**config.mk**
```make
export PLATFORM = sky130hd
export DESIGN_NAME = param_seq_detector
export DESIGN_NICKNAME = d
export VERILOG_FILES = /design/src/rtl/seq_det_pkg.sv /design/src/rtl/seq_det_counter.sv /design/src/rtl/param_seq_detector.sv
export SDC_FILE = /design/constraint.sdc
export NUM_CORES = 1
export LEC_CHECK = 0
export CAP_MARGIN = 20
export CORE_UTILIZATION = 40
export DETAILED_ROUTE_END_ITERATION = 10
export PLACE_DENSITY = 0.58
export SLEW_MARGIN = 20
export SYNTH_ARGS = -nofsm -noshare
export SYNTH_HDL_FRONTEND = slang
export SYNTH_SLANG_ARGS = --single-unit
export TNS_END_PERCENT = 30
```
**constraint.sdc**
```tcl
create_clock -name clk -period 3.5 [get_ports clk]
set_clock_uncertainty 0.05 [all_clocks]
set_input_delay 0.7 -clock clk [delete_from_list [all_inputs] [get_ports clk]]
set_output_delay 0.7 -clock clk [all_outputs]
set_load 0.005 [all_outputs]
```
**src/rtl/seq_det_pkg.sv**
```systemverilog
// Shared types and helpers for the programmable serial sequence detector.
// SEQ_DET_MASK_EN adds a per-bit don't-care mask to the configuration record.
package seq_det_pkg;

  // Configuration is held at the widest supported pattern size (32 bits);
  // the lenmask trims it to the live length.
  localparam int PAT_W     = 32;
  localparam int LEN_MAX_W = 6;

  function automatic int len_width(input int max_len);
    return $clog2(max_len + 1);
  endfunction

  typedef enum logic {
    FILL  = 1'b0,
    ARMED = 1'b1
  } state_e;

  typedef struct packed {
    logic [PAT_W-1:0]     pattern;
    logic [LEN_MAX_W-1:0] len;
    logic                 overlap;
`ifdef SEQ_DET_MASK_EN
    logic [PAT_W-1:0]     mask;
`endif
  } cfg_t;

  function automatic logic [PAT_W-1:0] len_to_mask(input logic [LEN_MAX_W-1:0] len);
    if (len >= LEN_MAX_W'(PAT_W)) return '1;
    return (PAT_W'(1) << len) - PAT_W'(1);
  endfunction

endpackage

```
**src/rtl/seq_det_counter.sv**
```systemverilog
// Saturating match counter; a clear coinciding with a match pulse leaves 1.
module seq_det_counter #(
  parameter int CNT_W = 8
) (
  input  logic             clk,
  input  logic             rst,
  input  logic             clr_i,
  input  logic             inc_i,
  output logic [CNT_W-1:0] count_o
);

  logic [CNT_W-1:0] count_q;

  always_ff @(posedge clk) begin
    if (rst) begin
      count_q <= '0;
    end else if (clr_i) begin
      count_q <= CNT_W'(inc_i);
    end else if (inc_i && (count_q != {CNT_W{1'b1}})) begin
      count_q <= count_q + CNT_W'(1);
    end
  end

  assign count_o = count_q;

endmodule

```
**src/rtl/param_seq_detector.sv**
```systemverilog
// Runtime-programmable serial bit-sequence detector with overlap control.
// Optional macro SEQ_DET_MASK_EN adds the cfg_mask don't-care input.
module param_seq_detector
  import seq_det_pkg::*;
#(
  parameter int                 MAX_LEN     = 8,
  parameter int                 CNT_W       = 8,
  parameter logic [MAX_LEN-1:0] RST_PATTERN = MAX_LEN'(8'b1011_0000),
  parameter int                 RST_LEN     = 4,
  localparam int                LEN_W       = len_width(MAX_LEN)
) (
  input  logic               clk,
  input  logic               rst,
  input  logic               in_valid,
  input  logic               in_bit,
  input  logic               cfg_load,
  input  logic [MAX_LEN-1:0] cfg_pattern,
  input  logic [LEN_W-1:0]   cfg_len,
  input  logic               cfg_overlap,
`ifdef SEQ_DET_MASK_EN
  input  logic [MAX_LEN-1:0] cfg_mask,
`endif
  input  logic               cnt_clr,
  output logic               match,
  output logic [CNT_W-1:0]   match_count,
  output logic               armed
);

  localparam int RST_LEN_C = (RST_LEN < 1) ? 1 : ((RST_LEN > MAX_LEN) ? MAX_LEN : RST_LEN);
  // RST_PATTERN is written MSB-aligned; shift it down so bit [len-1] is the first bit.
  localparam logic [MAX_LEN-1:0] RST_PAT_LSB = RST_PATTERN >> (MAX_LEN - RST_LEN_C);

  function automatic logic [LEN_MAX_W-1:0] clamp_len(input logic [LEN_W-1:0] l);
    if (l == '0) return LEN_MAX_W'(1);
    if (l > LEN_W'(MAX_LEN)) return LEN_MAX_W'(MAX_LEN);
    return LEN_MAX_W'(l);
  endfunction

  cfg_t                 cfg_q, cfg_new, cfg_rst;
  // The oldest history bit is never part of a compare, so only MAX_LEN-1 are kept.
  logic [MAX_LEN-2:0]   history_q;
  logic [MAX_LEN-1:0]   window;
  logic [LEN_MAX_W-1:0] fill_q, fill_d;
  state_e               state_q;
  logic                 match_q;
  logic [PAT_W-1:0]     cmp_mask;
  logic                 can_cmp, hit;

  always_comb begin
    cfg_rst         = '0;
    cfg_rst.pattern = PAT_W'(RST_PAT_LSB);
    cfg_rst.len     = LEN_MAX_W'(RST_LEN_C);
    cfg_rst.overlap = 1'b1;
    cfg_new         = '0;
    cfg_new.pattern = PAT_W'(cfg_pattern);
    cfg_new.len     = clamp_len(cfg_len);
    cfg_new.overlap = cfg_overlap;
`ifdef SEQ_DET_MASK_EN
    cfg_rst.mask    = '1;
    cfg_new.mask    = PAT_W'(cfg_mask);
`endif
  end

  always_comb begin
    window   = {history_q, in_bit};
`ifdef SEQ_DET_MASK_EN
    cmp_mask = len_to_mask(cfg_q.len) & cfg_q.mask;
`else
    cmp_mask = len_to_mask(cfg_q.len);
`endif
    can_cmp  = (fill_q + LEN_MAX_W'(1)) >= cfg_q.len;
    hit      = can_cmp && (((PAT_W'(window) ^ cfg_q.pattern) & cmp_mask) == '0);
    if (hit) begin
      fill_d = cfg_q.overlap ? cfg_q.len : '0;
    end else if (fill_q < cfg_q.len) begin
      fill_d = fill_q + LEN_MAX_W'(1);
    end else begin
      fill_d = cfg_q.len;
    end
  end

  always_ff @(posedge clk) begin
    if (rst) begin
      cfg_q     <= cfg_rst;
      history_q <= '0;
      fill_q    <= '0;
      state_q   <= FILL;
      match_q   <= 1'b0;
    end else if (cfg_load) begin
      cfg_q     <= cfg_new;
      history_q <= '0;
      fill_q    <= '0;
      state_q   <= FILL;
      match_q   <= 1'b0;
    end else if (in_valid) begin
      history_q <= window[MAX_LEN-2:0];
      fill_q    <= fill_d;
      state_q   <= (fill_d == cfg_q.len) ? ARMED : FILL;
      match_q   <= hit;
    end else begin
      match_q   <= 1'b0;
    end
  end

  // The counter consumes the registered pulse, so match_count follows match by a cycle.
  seq_det_counter #(
    .CNT_W(CNT_W)
  ) u_counter (
    .clk    (clk),
    .rst    (rst),
    .clr_i  (cnt_clr),
    .inc_i  (match_q),
    .count_o(match_count)
  );

  assign match = match_q;
  assign armed = (state_q == ARMED);

endmodule
```
Yosys cells after proc, flatten, opt, wreduce, memory -nomap -nowiden --
Cells that the tools add are included.
Storage, ports and cells: output and inout port bits 10, bits in writable memories 0, bits in registers 38, ROM bits 0, logic and storage cells 46, bits in latches 0, memories 0
Cells by class: equal/unequal tests 2, div/mod/pow operators 0, reductions and logical operators 8, multiply operators 0, add/sub/neg operators 3, mux-type cells 16, shift operators 1, bitwise gates (word level) 3, order comparisons 4
Operators with widths (count):
- $mux 32 | 2
- $mux 6 | 7
- $and 8x32->32 | 1
- $logic_not 32->1 | 1
- $shl 1x6->32 const A | 1
- $sub 32x2->32 const B | 1
- $add 8x1->8 const B | 1
- $ne 8x8->1 const B | 1
- $xor 8x8->8 | 1
- $mux 1 | 7
- $add 6x1->6 const B | 1
- $eq 6x6->1 | 1
- $ge 6x6->1 | 1
- $ge 6x6->1 const B | 1
- $lt 6x6->1 | 1
- $gt 4x4->1 const B | 1
- $logic_not 4->1 | 1
- $reduce_or 2->1 | 2
- $reduce_or 3->1 | 1
- $logic_and 1x1->1 | 2
- $reduce_bool 2->1 | 1
- $not 1->1 | 1

Depth between registers and ports, before layout --
depth in word-level cells 9, gate-level depth with buffers 12

Modules after synthesis --
From an unflattened synthesis, not the netlist that was laid out.
Second synthesis, totals: cell total of the unflattened synthesis 232, area total of the unflattened synthesis 2107.0 um^2
By module, submodules not included:
- param_seq_detector | seq. area each 560.5 um^2, cells an instance 186, times used 1, area each 1696.6 um^2
- seq_det_counter | seq. area each 160.2 um^2, cells an instance 46, times used 1, area each 410.4 um^2

Worst setup path after synthesis --
No wires, ideal clock.
path type register to register, start register cfg_q[1] in the netlist's numbering, end register fill_q[0], slack 0.858 ns, data arrival time 2.448 ns, period minus slack after synthesis 2.642 ns, setup time 0.144 ns, required time 3.306 ns, cell stages (with the launch flop) 11, buffers on the path 2, cell sequence dfxtp_1 buf_2 or4_4 ha_1 or2_2 a31oi_1 o221ai_2 or2_0 buf_6 o211ai_1 a31oi_1
On the way: longest elaborated chain between the ends 7, elaborated cells between the ends (all ways) 13, classes of those cells 1 x add/sub; 3 x order compare; 1 x shift; 5 x mux; 1 x bitwise; 2 x reduce/logical
Ends and longest elaborated chain:
- from (decl) | line param_seq_detector.sv:39 | cfg_t cfg_q, cfg_new, cfg_rst;
- from (signal assigned) | line param_seq_detector.sv:84 | cfg_q <= cfg_rst;
- from (signal assigned) | line param_seq_detector.sv:90 | cfg_q <= cfg_new;
- $shl 1x6->32 or $ge 6x6->1 (tied branches) | line seq_det_pkg.sv:30, seq_det_pkg.sv:29
- $sub 32x2->32 or $mux 1 (tied branches) | line seq_det_pkg.sv:30, seq_det_pkg.sv:29
- $mux 32 | line seq_det_pkg.sv:30 | return (PAT_W'(1) << len) - PAT_W'(1);
- $and 8x32->32 | line param_seq_detector.sv:72 | hit = can_cmp && (((PAT_W'(window) ^ cfg_q.pattern) & cmp_mask) == '0);
- $logic_not 32->1 | line param_seq_detector.sv:72
- $logic_and 1x1->1 | line param_seq_detector.sv:72
- $mux 6 (*) | line param_seq_detector.sv:73 | if (hit) begin
- to (signal assigned) | line param_seq_detector.sv:97 | fill_q <= fill_d;
- to (decl) | line param_seq_detector.sv:43 | logic [LEN_MAX_W-1:0] fill_q, fill_d;
Mark *: on every way between the ends. The rest lies on a longest branch, timed or not. A chain may end at the register's enable or synchronous reset.

Final worst setup path --
start register fill_q[0], end register fill_q[2]
On the way: longest elaborated chain between the ends 4, elaborated cells between the ends (all ways) 6, classes of those cells 1 x add/sub; 2 x order compare; 2 x mux; 1 x reduce/logical
Ends and longest elaborated chain:
- $add 6x1->6 | line param_seq_detector.sv:71, param_seq_detector.sv:76
- $ge 6x6->1 | line param_seq_detector.sv:71 | can_cmp = (fill_q + LEN_MAX_W'(1)) >= cfg_q.len;
- $logic_and 1x1->1 | line param_seq_detector.sv:72
- $mux 6 (*) | line param_seq_detector.sv:73
Marked as above.

==> summary.md <==
| Metric | Value |
|---|---|
| Worst Hold Slack | `447 ps` |
| Final TNS setup | `0 ps` |
| Seq/Total Area, Yosys | `0.368` |
| Hold_buf cts | `0` |
| Combinational power share | `0.157` |
| EDFF count, synth | `0` |
| Pins Over Slew Limit | `0` |
| Vias per cell | `4.87` |
| Switching share of power | `0.259` |
| Final HPWL DP | `3.11 mm` |
| Synth area leaders | `dfxtp_1 (37%), mux2i_1 (8.7%), ha_1 (7.0%)` |
| Pre-Repair DR Iteration Count | `4` |
| Final setup vio count | `0` |
| Total Routing Usage GR | `0.183` |
| Final count of hold timing violations | `0` |
| Core ar. | `4720 sq um` |
| Fmax | `343 MHz` |
| Pint | `0.000653 W` |
| Pwr Density | `370 nW/um^2` |
| Post-Syn Area per Cell | `8.70 sq um` |
| Hold crit path type | `flop to flop` |
| Starting Density | `0.414` |
| CTS Buffer Depth | `2` |
| # IOs | `29` |
| Rows | `25` |
| FF+latch area | `721 sq um` |
| DRC Markers | `0` |
| Status | `complete, no violations` |
| Die Footprint | `5180 sq um` |
| RSZ-0062 raised after global routing | `no` |
| Pin count of the biggest net entering global routing | `13` |
| Root Buffer | `clkbuf_8` |
| Routed WL | `4.13 mm` |
| Cell taking the most area after synthesis | `dfxtp_1` |
| Synth-to-Final Area Change | `21.8%` |
| Max-cap violation count | `0` |
| Die Wd | `71.9 um` |
| Iter 0 DRT Violations | `65` |
| First-pass GRT wire length | `7.25 mm` |
| Commonest cells in the netlist | `dfxtp_1 (36), nor2_1 (35), nand2_1 (19)` |
| Max VDD drop | `0.000186 V` |
| Setup CP Type | `flop to flop` |
| Synthesized cell area | `1960 sq um` |
| Min cycle time layout | `2910 ps` |
| Critical Path Start Type | `flop` |
| Initial antenna violation count | `0` |
| Share of total power in sequential cells | `0.498` |
| Layout cell share with drive strength beyond 1 | `0.0709` |
| Die Span Y | `71.9 um` |
| Total CTS buffers | `5` |
| Antenna Cells | `0` |
| Worst-Margin Slew | `590 ps` |
| GR Overflow Total | `0` |
| Via count | `1564` |
| Reg clk slew, reported paths | `70 ps` |
| NumNets Final | `283` |
| Critical path capture point type | `flop` |
| Synth Register Bits | `36` |
| WP data arrival | `3070 ps` |
| Post-Place Worst Slack | `603 ps` |
| Clk sinks | `36` |
| Area share of the largest cell type after synthesis | `0.368` |
| Net Count, Synth | `255` |
| Sw Pwr | `0.000228 W` |
| CTS tree | `yes` |
| H-tree depth | `2` |
| GPL Wtd Cong | `0.818` |
| Clk pwr share | `0.345` |
| YS warnings | `0` |
| Async SR Flop Fraction | `0` |
| Skew-Pair Late Insertion Delay | `290 ps` |
| Drt wl/cell | `12.9 um` |
| Worst-path fanout max | `9` |
| Number of global-route vias before repair | `1472` |
| Period utilization | `0.832` |
| Most numerous cell in the Yosys netlist | `dfxtp_1` |
| CTS resizes | `0` |
| Slew HR | `0.606` |
| Dominant synthesized flop cell | `dfxtp_1` |
| Worst Path Required | `3660 ps` |
| Setup Fix Bufs, Post-CTS | `0` |
| Synthesized instance count | `225` |
| ANT nets after route | `0` |
| Final WS setup | `589 ps` |
| Final-layout fill cell count | `457` |
| Synth cell types | `37` |
| Count of buffers from port buffering | `28` |
| Footprint of the multi-input gates | `1140 sq um` |
| Static Leakage | `0.966 nW` |
power by group through the flow:
| stage | Clock (W) | Sequential [W] | Combinational [W] |
|---|---|---|---|
| floorplan | 0 | 0.000439 | 0.0000997 |
| detailed placement | 0 | 0.000448 | 0.000139 |
| global placement | 0 | 0.000448 | 0.000139 |
| global route | 0.000333 | 0.000440 | 0.000157 |
| finish | 0.000304 | 0.000438 | 0.000138 |
| CTS | 0.000314 | 0.000438 | 0.000139 |
worst max-delay path, stage by stage, from the launching register on:
cell	delay, ps
dfxtp_1	450
ha_1	220
xor2_1	310
ha_1	310
a21oi_1	130
nand2_1	80
a2111oi_2	500
or2_0	460
o211ai_1	140
a31oi_1	190
state kept, by name, indices dropped and copies added (netlist names):
signal and count:
cfg_q 13, u_counter.count_o 8, history_q 7, fill_q 6
armed 1, match 1
cell type report:
class | instances | area share
well taps | 67 | 0.0352
clock buffers | 8 | 0.0378
repair buffers | 32 | 0.130
inverters | 9 | 0.0142
multi-input cells | 169 | 0.480
flip-flops and latches | 36 | 0.302
worst paths after layout:
path / start / endpoint / slack (ps) / cells after the start
max: fill_q[0] / fill_q[2] / 590 / 9
max reg2reg: fill_q[0] / fill_q[2] / 590 / 9
min: cfg_q[7] / cfg_q[7] / 450 / 2
min reg2reg: cfg_q[7] / cfg_q[7] / 450 / 2
metrics by stage:
step	power [W]	cells	util	instance area, sq um
after floorplan	0.000539	225	-	1960
after global placement	0.000587	313	0.486	2290
after detailed placement	0.000586	313	0.486	2290
after CTS	0.000892	321	0.505	2380
after global routing	0.000931	321	0.505	2380
final	0.000881	321	0.505	2380
cell usage in the layout (no fill, tap or decap):
cell             netlist  layout
or2_2                  2       2
xor2_1                13      13
or4_4                  1       1
nand2_1               19      19
nand4_1                3       3
mux2i_1               17      17
and3_1                 3       3
o211ai_1               6       6
a31o_2                 1       1
and4_1                 1       1
ha_1                  11      11
nand2b_1               1       1
clkbuf_1               8       2
nor4_1                 2       2
a21oi_1                6       6
dfxtp_1               36      36
nor2b_1                1       1
nand3_1                8       8
o221ai_2               1       1
nor3_1                 2       2
nor2_1                35      35
a41oi_1                1       1
o21ai_0                6       6
or2_0                  1       1
a2111oi_2              1       1
and2_1                 1       1
a2bb2oi_1              1       1
a211oi_2               1       1
buf_4                  0       4
clkdlybuf4s50_1        0      28
a31oi_1                8       8
xnor2_1               11      11
o221ai_1               1       1
clkbuf_8               0       6
a22o_1                 2       2
a211oi_1               1       1
o21ai_2                1       1
inv_1                  9       9
logic make-up after synthesis:
logic type,count (synthesis),synth area share
XOR/XNOR,24,0.107
buffers and inverters,20,0.0467
AND/OR/NAND/NOR,80,0.184
flip-flops,36,0.368
adder cells (fa/ha/maj),11,0.0703
multiplexers,17,0.0870
AO/OA/AOI/OAI,37,0.136
layer usage:
layer,wire length (um),global-route usage,up-vias
li1,-,-,839
met1,2170,0.264,687
met2,1710,0.263,32
met3,173,0.0458,6
met4,66,0.0654,0
met5,0,0,-
(Power assumes the default switching activity.)
